===== src/rtl/led_fade_pwm_if.sv =====
// ---------------------------------------------------------------------------
// led_fade_pwm_if
// Purpose : groups the pattern/brightness inputs and the PWM drive outputs of
//           the LED fader so that one handle connects the fader to its
//           upstream pattern generator and the board pins.
// Signals : led_in[7:0]    target pattern, bit i = 1 means LED i on
//           max_level[7:0] global brightness cap for "on" targets
//           fade_en        1 = ramp one step per tick, 0 = jump to target
//           led_out[7:0]   PWM drive to the LED pins, active high
//           period_start   one-cycle pulse in the first cycle of a PWM period
//           busy           1 while any channel level differs from its target
// Modports: master - pattern source side (drives targets, observes outputs)
//           slave  - the fader itself
// ---------------------------------------------------------------------------
interface led_fade_pwm_if;
    logic [7:0] led_in;
    logic [7:0] max_level;
    logic       fade_en;
    logic [7:0] led_out;
    logic       period_start;
    logic       busy;

    modport master (
        output led_in,
        output max_level,
        output fade_en,
        input  led_out,
        input  period_start,
        input  busy
    );

    modport slave (
        input  led_in,
        input  max_level,
        input  fade_en,
        output led_out,
        output period_start,
        output busy
    );
endinterface


===== src/rtl/led_fade_pwm.sv =====
// ---------------------------------------------------------------------------
// led_fade_pwm
// Purpose : drives 8 LEDs with PWM, ramping each channel's brightness toward
//           its target (on = max_level, off = 0) so an on/off pattern turns
//           into a smooth fading chaser. Duty only changes at PWM period
//           boundaries, so the outputs never glitch mid-period.
// Params  : PRESCALE - sys_clk cycles per PWM counter step (>= 1)
//           FADE_DIV - PWM periods per brightness step (>= 1)
// Ports   : sys_clk  - system clock
//           sys_nrst - asynchronous active-low reset
//           bus      - led_fade_pwm_if.slave (led_in, max_level, fade_en in;
//                      led_out, period_start, busy out)
// ---------------------------------------------------------------------------
module led_fade_pwm #(
    parameter int PRESCALE = 4,
    parameter int FADE_DIV = 48
) (
    input  logic           sys_clk,
    input  logic           sys_nrst,
    led_fade_pwm_if.slave  bus
);
    // Counter widths; a divide-by-one counter still needs one (constant) bit.
    localparam int PRE_W  = (PRESCALE > 1) ? $clog2(PRESCALE) : 1;
    localparam int FADE_W = (FADE_DIV > 1) ? $clog2(FADE_DIV) : 1;

    logic [PRE_W-1:0]  r_pre_cnt;
    logic [7:0]        r_pwm_cnt;
    logic [FADE_W-1:0] r_fade_cnt;
    logic [7:0][7:0]   r_level;
    logic [7:0][7:0]   r_shadow;
    logic [7:0]        r_led_out;
    logic              r_period_start;
    logic              r_busy;

    logic              w_pre_wrap;
    logic              w_fade_wrap;
    logic              w_eop;
    logic              w_tick;
    logic [7:0][7:0]   w_tgt;
    logic [7:0][7:0]   w_step;
    logic [7:0][7:0]   w_level_next;
    logic [7:0]        w_diff;
    logic [7:0]        w_led_next;

    assign w_pre_wrap  = (r_pre_cnt == PRE_W'(PRESCALE - 1));
    assign w_fade_wrap = (r_fade_cnt == FADE_W'(FADE_DIV - 1));
    assign w_eop       = w_pre_wrap && (r_pwm_cnt == 8'hFF);
    assign w_tick      = w_eop && w_fade_wrap;

    genvar gi;
    generate
        for (gi = 0; gi < 8; gi++) begin : g_ch
            assign w_tgt[gi]  = bus.led_in[gi] ? bus.max_level : 8'd0;
            assign w_diff[gi] = (r_level[gi] != w_tgt[gi]);

            // A step is only taken toward a strictly larger/smaller target,
            // so the level can never wrap past 0 or 255.
            assign w_step[gi] = (r_level[gi] < w_tgt[gi]) ? r_level[gi] + 8'd1 :
                                (r_level[gi] > w_tgt[gi]) ? r_level[gi] - 8'd1 :
                                                            r_level[gi];
            assign w_level_next[gi] = bus.fade_en ? w_step[gi] : w_tgt[gi];

            // 255 must be fully on; the plain compare would leave one low cycle.
            assign w_led_next[gi] = (r_shadow[gi] == 8'hFF) ||
                                    (r_pwm_cnt < r_shadow[gi]);
        end
    endgenerate

    always_ff @(posedge sys_clk or negedge sys_nrst) begin
        if (!sys_nrst) begin
            r_pre_cnt      <= '0;
            r_pwm_cnt      <= '0;
            r_fade_cnt     <= '0;
            r_level        <= '0;
            r_shadow       <= '0;
            r_led_out      <= '0;
            r_period_start <= 1'b0;
            r_busy         <= 1'b0;
        end else begin
            r_pre_cnt <= w_pre_wrap ? '0 : r_pre_cnt + PRE_W'(1);
            if (w_pre_wrap)
                r_pwm_cnt <= r_pwm_cnt + 8'd1;
            if (w_eop) begin
                r_fade_cnt <= w_fade_wrap ? '0 : r_fade_cnt + FADE_W'(1);
                // Shadow takes the pre-update level on a tick, so a new level
                // is displayed one period after it is computed.
                r_shadow   <= r_level;
            end
            if (w_tick)
                r_level <= w_level_next;
            r_led_out      <= w_led_next;
            r_period_start <= w_eop;
            r_busy         <= |w_diff;
        end
    end

    assign bus.led_out      = r_led_out;
    assign bus.period_start = r_period_start;
    assign bus.busy         = r_busy;
endmodule


===== src/flat_wrapper.sv =====
// flat-port wrapper written by rule: the top's interface ports become plain ports
module led_fade_pwm_flat 
#(
    parameter int PRESCALE = 4,
    parameter int FADE_DIV = 48
)
  (sys_clk, sys_nrst, bus_led_in, bus_max_level, bus_fade_en, bus_led_out, bus_period_start, bus_busy);
  led_fade_pwm_if bus_i ();
  input  logic sys_clk;
  input  logic sys_nrst;
  input wire logic [$bits(bus_i.led_in)-1:0] bus_led_in;
  input wire logic [$bits(bus_i.max_level)-1:0] bus_max_level;
  input wire logic [$bits(bus_i.fade_en)-1:0] bus_fade_en;
  output wire logic [$bits(bus_i.led_out)-1:0] bus_led_out;
  output wire logic [$bits(bus_i.period_start)-1:0] bus_period_start;
  output wire logic [$bits(bus_i.busy)-1:0] bus_busy;
  assign bus_i.led_in = bus_led_in;
  assign bus_i.max_level = bus_max_level;
  assign bus_i.fade_en = bus_fade_en;
  assign bus_led_out = bus_i.led_out;
  assign bus_period_start = bus_i.period_start;
  assign bus_busy = bus_i.busy;
  led_fade_pwm #(.PRESCALE(PRESCALE), .FADE_DIV(FADE_DIV)) u_core (.sys_clk(sys_clk), .sys_nrst(sys_nrst), .bus(bus_i));
endmodule

===== config.mk =====
export PLATFORM = sky130hd
export DESIGN_NAME = led_fade_pwm_flat
export DESIGN_NICKNAME = d
export VERILOG_FILES = /design/src/rtl/led_fade_pwm_if.sv /design/src/rtl/led_fade_pwm.sv /design/src/flat_wrapper.sv
export SDC_FILE = /design/constraint.sdc
export NUM_CORES = 1
export LEC_CHECK = 0
export ABC_AREA = 1
export CAP_MARGIN = 10
export CORE_AREA = 2 2 148 150
export DETAILED_ROUTE_END_ITERATION = 8
export DIE_AREA = 0 0 150 152
export PLACE_DENSITY = 0.83
export SYNTH_ARGS = -nofsm -noshare
export SYNTH_HDL_FRONTEND = slang
export SYNTH_SLANG_ARGS = --single-unit

===== constraint.sdc =====
create_clock -name sys_clk -period 2.8 [get_ports sys_clk]
set_input_delay 0.42 -clock sys_clk [delete_from_list [all_inputs] [get_ports sys_clk]]
set_output_delay 0.42 -clock sys_clk [all_outputs]
set_load 0.01 [all_outputs]

==> results.yml <==
status:
  status: "finished with violations"
  failed_checks: "hold timing"
clocking:
  htree_levels: 4
  clk_latency_ns: 0.44
  clock_pin_slew_worst_setup_and_hold_paths_ns: 0.07
  ctsHoldBuffers: 0
  cts_buffers: 17
  clock-sinks: 154
  cts_tree: "done"
  ctsRootBufferMaster: "sky130_fd_sc_hd__clkbuf_16"
  ctsLongestPathBuffers: 2
pwr:
  power_per_cell_area_nw_per_um2: 373.1
  switching_share_of_total_power_pct: 25.02
  power_frac_clock_pct: 48.3
  p_leak_nw: 8.176
  power.share.combinational_pct: 13.6
  intPower_mw: 4.372
  seqPwrFrac_pct: 38.1
  ir_worst_vdd_mv: 0.3394
  power_switching_mw: 1.459
route:
  route.antenna.remaining_nets: 0
  first_iter_violations: 1189
  drt_total_wl_mm: 39.74
  post_drt_via_cell_ratio: 6.079
  per_cell_routed_wire_length_um: 18.57
  post-route-drc-count: 0
  via_count: 13010
  drtPass1Iterations: 7
synth:
  postSynthCellCount: 1622
  dominant_combinational_cell_family_by_area_after_synthesis: "simple AND/OR/NAND/NOR gates"
  synthXorXnorAreaFrac_pct: 2.401
  yosys.area_share.simple_pct: 24.98
  synthesis.area_per_instance_um2: 7.422
  sequential_cell_area_fraction_in_the_yosys_report_pct: 32.01
  synth_compound_gate_area_share_pct: 13.20
  synth_fa_ha_area_share_pct: 19.93
  synth.yosys.warnings: 0
  post_synth_instance_area_um2: 12040
  synth.area.top_cells: "sky130_fd_sc_hd__dfrtp_1 32%, sky130_fd_sc_hd__ha_1 19%, sky130_fd_sc_hd__nand2_1 15%, sky130_fd_sc_hd__o21ai_0 5.8%, sky130_fd_sc_hd__inv_1 5.5%"
  postSynthNetCount: 1828
  synth_top_cell_by_area: "sky130_fd_sc_hd__dfrtp_1"
  synthDistinctLibCells: 31
  synth.mux.area_fraction_pct: 0.09354
  synthDominantCellAreaShare_pct: 32.01
  yosys_register_bits: 154
final_layout:
  finalNonFillerCells: 2140
  design.final.nets: 2053
  antennaDiodeCount: 0
  layout-area-overhead-vs-synth_pct: 29.82
  drive_gt1_share_pct: 20.27
die:
  floorplan.core_area_um2: 21350
  fp.dieH_um: 152
  top_level_ports: 29
  placementRows: 54
  initial_cell_density_of_the_core_pct: 56.39
  die_width_um: 150
  die_area_um2: 22800
global_routing:
  grt_pass1_vias: 12500
  global_route_wire_length_before_repair_mm: 58.84
  largest_net_degree_at_the_start_of_global_routing: 81
  grt_usage_pct: 32.19
  global_route.overflow_total: 0
  antenna_violations_before_repair: 0
sta:
  hold_viol_final: 1
  relSlewSlack_pct: 53.63
  layout_min_cycle_time_ns: 2.757
  finalHoldWorstSlack_ns: -0.003972
  final.setup.worst_slack_ns: 0.04290
  post-route-period-util_pct: 98.47
  timing.clock.skew_ns: 0.007480
  max_clk_rate_mhz: 362.7
  tightest_slew_ns: 0.6956
  final_setup_viols: 0
  finalMaxSlewViolations: 0
worst_setup_path:
  cp.arrival_ns: 3.09
  crit_path_end_kind: "flop"
  cp.required_ns: 3.13
  worst-path-max-fanout: 6
  worstSetupStartpointType: "flop"
  critPathKind: "reg2reg"
placement:
  place.gp.congestion: 0.9060
  dpl.hpwl_mm: 23.83
  dp_cells: 2089
  io_buffer_count: 28
  post_place_setup_slack_ns: -0.6812
hold_path:
  timing.hold.worst.class: "in2async"
run:
  max_cap_violations: 0
## cell usage in the layout (no fill, tap or decap), drive strengths merged
cell type / n
a21o: 12
a21oi: 118
a31o: 3
a31oi: 3
and3: 1
buf: 233
bufinv: 7
clkbuf: 20
clkdlybuf4s50: 13
clkinv: 1
clkinvlp: 2
dfrtp: 154
dlygate4sd2: 2
dlymetal6s2s: 11
fa: 8
ha: 179
inv: 179
mux2: 1
nand2: 479
nand3: 119
nand3b: 2
nand4: 45
nor2: 60
nor3: 2
nor4: 1
nor4b: 1
o211ai: 14
o21a: 1
o21ai: 140
o22ai: 8
or2: 8
xnor2: 7
xor2: 26
## timing repair
item / CTS / global route
gates cloned: 0 / 3
resized for setup: 32 / 106
endpoints found under the setup margin: 33 / 46
pin swaps: 5 / 23
setup buffers: 8 / 8
## synth_stat cells
library cell	n
sky130_fd_sc_hd__nor2_1	60
sky130_fd_sc_hd__nand2_1	479
sky130_fd_sc_hd__nor3_1	1
sky130_fd_sc_hd__a31oi_1	3
sky130_fd_sc_hd__o21a_1	1
sky130_fd_sc_hd__nand4_1	45
sky130_fd_sc_hd__a31o_2	3
sky130_fd_sc_hd__ha_1	179
sky130_fd_sc_hd__nor4b_1	1
sky130_fd_sc_hd__fa_1	8
sky130_fd_sc_hd__nand3_1	119
sky130_fd_sc_hd__clkbuf_1	34
sky130_fd_sc_hd__buf_2	14
sky130_fd_sc_hd__xor2_1	26
sky130_fd_sc_hd__or2_2	8
sky130_fd_sc_hd__dfrtp_1	154
sky130_fd_sc_hd__nor4_1	1
sky130_fd_sc_hd__nor3_4	1
sky130_fd_sc_hd__clkinv_1	1
sky130_fd_sc_hd__buf_4	2
sky130_fd_sc_hd__xnor2_1	7
sky130_fd_sc_hd__buf_1	4
sky130_fd_sc_hd__o21ai_0	140
sky130_fd_sc_hd__mux2_2	1
sky130_fd_sc_hd__inv_1	175
sky130_fd_sc_hd__nand3b_1	2
sky130_fd_sc_hd__o22ai_1	8
sky130_fd_sc_hd__and3_1	1
sky130_fd_sc_hd__o211ai_1	14
sky130_fd_sc_hd__a21oi_1	118
sky130_fd_sc_hd__a21o_1	12
## metal layers
metal  global-route usage [%]  up-vias  wire [um]
li1                         -     5863          -
met1                    37.93     6059      14240
met2                    53.73      796      18870
met3                    6.847      290       3710
met4                    18.91        0       2916
met5                        0        -          0
## flip-flops by register name, indices dropped and copies added (netlist names)
| register | flops |
|---|---|
| u_core.r_pwm_cnt | 8 |
| u_core.r_shadow | 64 |
| u_core.bus.period_start | 1 |
| u_core.bus.led_out | 8 |
| u_core.bus.busy | 1 |
| u_core.r_pre_cnt | 2 |
| u_core.r_fade_cnt | 6 |
| u_core.r_level | 64 |
## cells by family (layout without fill, tap and decap cells)
logic type,count (synthesis),in the layout
buffers and inverters,230,468
adders and majority gates,187,187
AOI/OAI and AO/OA,299,299
xor gates and xnor gates,33,33
muxes,1,1
DFF,154,154
and+or+nand+nor,718,718
## per-stage QoR
stage                TNS, ns  area (um^2)  power, mW  util, %  hold slack [ns]
detailed placement    -24.93        14160      2.948    66.32           0.4399
floorplan                  0        12040      2.577        -           0.1244
global placement      -19.87        14160      2.925    66.32           0.4126
global route         -0.3795        15630      5.996    73.20          0.04607
CTS                 -0.02653        15050      5.729    70.51          0.01972
finish                     0        15630      5.831    73.20        -0.003972
## final cells by class
class / count / area, um^2
Multi-Input combinational cell: 1238 / 7856
Fill cell: 1389 / 5722
Sequential cell: 154 / 3854
Timing Repair Buffer: 260 / 2202
Inverter: 176 / 660.6
Clock buffer: 19 / 442.9
Tap cell: 280 / 350.3
Clock inverter: 13 / 262.8
## worst max-delay path, stage by stage, from the launching register on
cell and delay [ns]:
sky130_fd_sc_hd__dfrtp_1 0.46, sky130_fd_sc_hd__inv_1 0.12, sky130_fd_sc_hd__ha_1 0.21, sky130_fd_sc_hd__inv_1 0.07, sky130_fd_sc_hd__nand2_1 0.05, sky130_fd_sc_hd__nand2_1 0.11
sky130_fd_sc_hd__nand2_1 0.11, sky130_fd_sc_hd__nand2_2 0.11, sky130_fd_sc_hd__nand2_2 0.10, sky130_fd_sc_hd__nand2_4 0.12, sky130_fd_sc_hd__ha_4 0.21, sky130_fd_sc_hd__a21oi_1 0.14
sky130_fd_sc_hd__nand2_1 0.16, sky130_fd_sc_hd__nand2_1 0.11, sky130_fd_sc_hd__nand2_1 0.06, sky130_fd_sc_hd__or2_2 0.28, sky130_fd_sc_hd__a21oi_1 0.12, sky130_fd_sc_hd__o21ai_0 0.09
## final timing paths
kind	startpoint	endpoint	slack (ns)	depth (start not counted)
worst max-delay path	u_core.r_level[8]	u_core.r_level[13]	0.04	17
worst min-delay path	sys_nrst	u_core.r_shadow[29]	-0.004	1
worst max register to register	u_core.r_level[8]	u_core.r_level[13]	0.04	17
worst min register to register	u_core.r_pre_cnt[0]	u_core.r_pre_cnt[0]	0.52	1
max in group asynchronous	sys_nrst	u_core.r_level[52]	2.08	2
min in group sys_clk	bus_led_in[7]	u_core.r_level[63]	0.52	5
## power by group through the flow
stage | logic, mW | clock network [mW] | registers, mW
3_3_place_gp | 0.659 | 0 | 2.27
2_1_floorplan | 0.310 | 0 | 2.27
3_5_place_dp | 0.682 | 0 | 2.27
6_report | 0.791 | 2.82 | 2.22
4_1_cts | 0.704 | 2.80 | 2.22
5_1_grt | 0.855 | 2.92 | 2.22
No activity file was read; power rests on OpenSTA's default activity.
